`config.mk`:
```
export PLATFORM = sky130hd
export DESIGN_NAME = itof
export DESIGN_NICKNAME = d
export VERILOG_FILES = /design/src/rtl/itof.sv
export SDC_FILE = /design/constraint.sdc
export NUM_CORES = 1
export LEC_CHECK = 0
export CORE_UTILIZATION = 40
export CTS_CLUSTER_SIZE = 24
export DETAILED_ROUTE_END_ITERATION = 16
export HOLD_SLACK_MARGIN = 0.03
export PLACE_DENSITY = 0.68
export SETUP_SLACK_MARGIN = 0.3
export SYNTH_ARGS = -nofsm -noshare
export SYNTH_HDL_FRONTEND = slang
export SYNTH_SLANG_ARGS = --single-unit
export TNS_END_PERCENT = 50
```
`constraint.sdc`:
```
create_clock -name clk -period 2.9 [get_ports clk]
set_input_delay 0.29 -clock clk [delete_from_list [all_inputs] [get_ports clk]]
set_output_delay 0.29 -clock clk [all_outputs]
set_load 0.05 [all_outputs]
```
`src/rtl/itof.sv`:
```
// Three-stage elastic int32 -> float32 converter, round to nearest even.
// Stage 1 takes the magnitude, stage 2 normalises, stage 3 rounds and packs.
module itof #(
  parameter bit SIGNED = 1'b1
) (
  input  logic        clk,
  input  logic        rstn,
  input  logic        in_valid,
  output logic        in_ready,
  input  logic [31:0] input_a,
  output logic        out_valid,
  input  logic        out_ready,
  output logic [31:0] output_a
);

  logic        s1_valid_reg, s2_valid_reg, s3_valid_reg;
  logic        s1_load, s2_load, s3_load;

  logic        s1_sign_reg, s1_zero_reg;
  logic [31:0] s1_mag_reg;
  logic        s2_sign_reg, s2_zero_reg;
  logic [30:0] s2_norm_reg;
  logic [7:0]  s2_exp_reg;
  logic [31:0] s3_result_reg;

  logic        s1_sign_next;
  logic [31:0] s1_mag_next;
  logic [4:0]  lz;
  logic [30:0] s2_norm_next;
  logic [7:0]  s2_exp_next;
  logic        round_up;
  logic [30:0] rounded;
  logic [31:0] s3_result_next;

  // A stage loads when it is empty or its contents move on this cycle.
  assign s3_load  = !s3_valid_reg | out_ready;
  assign s2_load  = !s2_valid_reg | s3_load;
  assign s1_load  = !s1_valid_reg | s2_load;
  assign in_ready = rstn & s1_load;

  assign out_valid = s3_valid_reg;
  assign output_a  = s3_result_reg;

  assign s1_sign_next = SIGNED & input_a[31];
  assign s1_mag_next  = s1_sign_next ? (~input_a + 32'd1) : input_a;

  // Highest set bit wins; a zero magnitude leaves lz at 0 and is masked later.
  always_comb begin
    lz = 5'd0;
    for (int i = 0; i < 32; i++) begin
      if (s1_mag_reg[i]) lz = 5'(31 - i);
    end
  end

  // Bit 31 of the normalised value is the implicit one and is not stored.
  assign s2_norm_next = 31'(s1_mag_reg << lz);
  assign s2_exp_next  = 8'd158 - {3'b000, lz};

  assign round_up = s2_norm_reg[7] & ((|s2_norm_reg[6:0]) | s2_norm_reg[8]);
  // A mantissa carry-out ripples straight into the exponent field.
  assign rounded  = {s2_exp_reg, s2_norm_reg[30:8]} + {30'd0, round_up};
  assign s3_result_next = s2_zero_reg ? 32'd0 : {s2_sign_reg, rounded};

  always_ff @(posedge clk) begin
    if (!rstn) begin
      s1_valid_reg  <= 1'b0;
      s2_valid_reg  <= 1'b0;
      s3_valid_reg  <= 1'b0;
      s1_sign_reg   <= 1'b0;
      s1_zero_reg   <= 1'b0;
      s1_mag_reg    <= 32'd0;
      s2_sign_reg   <= 1'b0;
      s2_zero_reg   <= 1'b0;
      s2_norm_reg   <= 31'd0;
      s2_exp_reg    <= 8'd0;
      s3_result_reg <= 32'd0;
    end else begin
      if (s1_load) s1_valid_reg <= in_valid;
      if (s2_load) s2_valid_reg <= s1_valid_reg;
      if (s3_load) s3_valid_reg <= s2_valid_reg;

      if (s1_load && in_valid) begin
        s1_sign_reg <= s1_sign_next;
        s1_zero_reg <= (s1_mag_next == 32'd0);
        s1_mag_reg  <= s1_mag_next;
      end
      if (s2_load && s1_valid_reg) begin
        s2_sign_reg <= s1_sign_reg;
        s2_zero_reg <= s1_zero_reg;
        s2_norm_reg <= s2_norm_next;
        s2_exp_reg  <= s2_exp_next;
      end
      if (s3_load && s2_valid_reg) begin
        s3_result_reg <= s3_result_next;
      end
    end
  end

endmodule

```
==> metrics.txt <==
Pre-Repair DR Iteration Count 5; setup slack at placement -0.3476 ns; met2 Track Usage GR 41.49%; GRT busiest layer met2; Worst setup EP type flop; Peak VDD IR 0.0003391 V; asr flop ratio synth 0%; clock skew 0.007837 ns; WP data arrival 3.06 ns; CTS tree built; core area 18020 sq um; flip-flop and latch count after synthesis 110; most frequent cells in the layout buf_4, nor2_1, dfxtp_1, nand2_1, clkdlybuf4s50_1; slowest CP cell or4_4; GR Util met1 29.26%; Routed Wire Length 23580 microns; maxcap violations 0; adder-cell share of the synthesized area 0.5086%; Clock transition at path regs 0.08 ns; Crit. Startpoint s1_mag_reg[19]; Die ar. 19000 sq um; Clk Latency, worst-skew pair 0.36 ns; cts hold-fix bufs 0; syn avg cell area 7.687 sq um; vias in the first global route 7364; largest net degree at the start of global routing 68; critical path required time 3.16 ns; Crit Path Class flop to flop; Max Root-Sink Buffers 2; area leader, netlist dfxtp_1; Critical R2R Launch s1_mag_reg[19]; Yosys warning total 0; commonest non-fill, non-tap cell in the layout buf_4; Slew Viols, Final 0; final hold viol count 0; most used cell, CP mux2i_4; Worst Setup Start Kind flop; Die Span Y 137.8 microns; min-delay src input_a[0]; Final Setup Violations 0; min Tclk post-route 2.797 ns; Row Count 49; syn nets 999; Synth Area in Compound Gates 25.77%; Layout fillers 1607; status finished, final reports clean; Initial DRC Count 534; total congestion overflow 0; clk sinks 110; register area share after synthesis 29.84%; first-pass GRT wire length 36080 microns; Top FF cell, synth dfxtp_1; cell chain of the critical path or4_4, o21bai_4, o21ai_4, nand2_4, mux2i_4, buf_6, mux2i_4, mux2i_1, buf_4, o22ai_4, a31o_2; PwrDens 507.6 nW/um^2; Ports 70; layout cells sized above 1 28.82%; top-area cell type share of the netlist area 29.84%; Worst Tran Pin Value 0.5264 ns; Die Wd 137.8 microns; Post-Route Utilization 58.64%; Max stage delay on crit path 0.58 ns; Final HPWL DP 16010 microns; Final ANT Viol Nets 0; Layout area overhead 43.23%; n_diodes 0; CTS Buf Count 9; P_leak 3.987 nW; largest family of logic cells by synthesized area compound AO/OA/AOI/OAI gates; post-synthesis cell type count 80; met3 GRT Util 2.796%; Final WS setup 0.1028 ns; Post-synth EDFFs 0; post-synthesis cell count 960; DR vias/cell 5.835; post-synthesis mux area share 7.053%; Remaining DRCs 0; simple-gate area share of the yosys netlist 23.75%; RSZ-0062 raised after global routing true; post-synthesis xor/xnor area fraction 7.358%; critical path peak fanout 7; root buffer cell clkbuf_16; antenna violations before repair 0; htree depth 3; Port-buffer cells 69; Fmax 357.5 MHz; Via Count 8017; mapped cell area 7380 sq um; GRT Overall Usage 24.01%; Starting Density 40.94%; DR WL/cell 17.16 microns; GP Congestion 0.8957; Max-slew headroom 64.53%; Hold Path Class input pin to flop; NumNets Final 1179; Area contributors post-synth dfxtp_1, nor2_1, mux2i_1, nand2_1, a211oi_1; fin crit share 96.46%
## cells by family after synthesis
group           Yosys count
xor+xnor                 62
compound gates          270
simple gates            369
flops                   110
mux                      47
fa+ha+maj                 3
buf+inv                  99
## worst max-delay path, delay by kind of cell, from the launching register on
| family | cells | cell delay, ns |
|---|---|---|
| AND/OR/NAND/NOR | 2 | 0.73 |
| multiplexers | 3 | 0.55 |
| flip-flops | 1 | 0.32 |
| buffers and inverters | 2 | 0.33 |
| AO/OA/AOI/OAI | 4 | 0.76 |
## path summary, 6_finish.rpt
| path | slack (ns) | cells after the start | endpoint |
|---|---|---|---|
| worst min register to register | 0.46 | 2 | output_a[25] |
| worst min-delay path | 0.42 | 4 | s1_mag_reg[0] |
| worst max-delay path | 0.10 | 11 | s2_norm_reg[15] |
| worst max register to register | 0.10 | 11 | s2_norm_reg[15] |
## power breakdown
| part | internal (mW) | leakage, nW | switching [mW] |
|---|---|---|---|
| sequential | 1.60 | 0.901 | 0.102 |
| clock | 0.704 | 0.147 | 0.605 |
| combinational | 1.14 | 2.94 | 1.21 |
| total | 3.45 | 3.99 | 1.92 |
## Yosys cell counts (28+ instances only)
master,instances
clkbuf_1,46
a22oi_1,30
xor2_1,31
dfxtp_1,110
xnor2_1,31
mux2i_1,37
o21ai_0,45
nand3_1,28
nor2_1,133
a211oi_1,39
a21oi_1,51
nand2_1,92
nor3_1,28
## layout make-up
class / instances / area [sq um] / share of cell area, %
Multi-Input combinational cell: 753 / 5472 / 51.76
Timing Repair Buffer: 246 / 2216 / 20.96
Sequential cell: 110 / 2212 / 20.93
Tap cell: 229 / 286.5 / 2.711
Clock buffer: 11 / 242.7 / 2.296
Inverter: 20 / 77.57 / 0.7339
Clock inverter: 5 / 63.81 / 0.6037
## repair_timing
action | in CTS | in global routing
buffers inserted | 22 | 10
pin swaps | 52 | 31
endpoints found under the setup margin | 30 | 36
gates cloned | 3 | 0
resized for setup | 92 | 95
hold endpoints to repair | 0 | 0
## metrics by stage
stage,hold slack [ns],area [sq um],power [mW],std cells,setup TNS (ns)
2_1_floorplan,0.4260,7391,2.774,960,0
3_3_place_gp,0.4398,9175,3.444,1323,-0.2782
3_5_place_dp,0.4463,9175,3.463,1323,-0.4624
4_1_cts,0.4244,10030,5.022,1364,0
5_1_grt,0.4406,10570,5.588,1374,0
6_report,0.4207,10570,5.365,1374,0
## per-layer routing
| metal | share of wire, % | routed length, microns |
|---|---|---|
| met1 | 42 | 9914 |
| met2 | 49 | 11610 |
| met3 | 4.7 | 1118 |
| met4 | 4.0 | 939 |
| met5 | 0 | 0 |
Power figures use the tool's default switching activity.
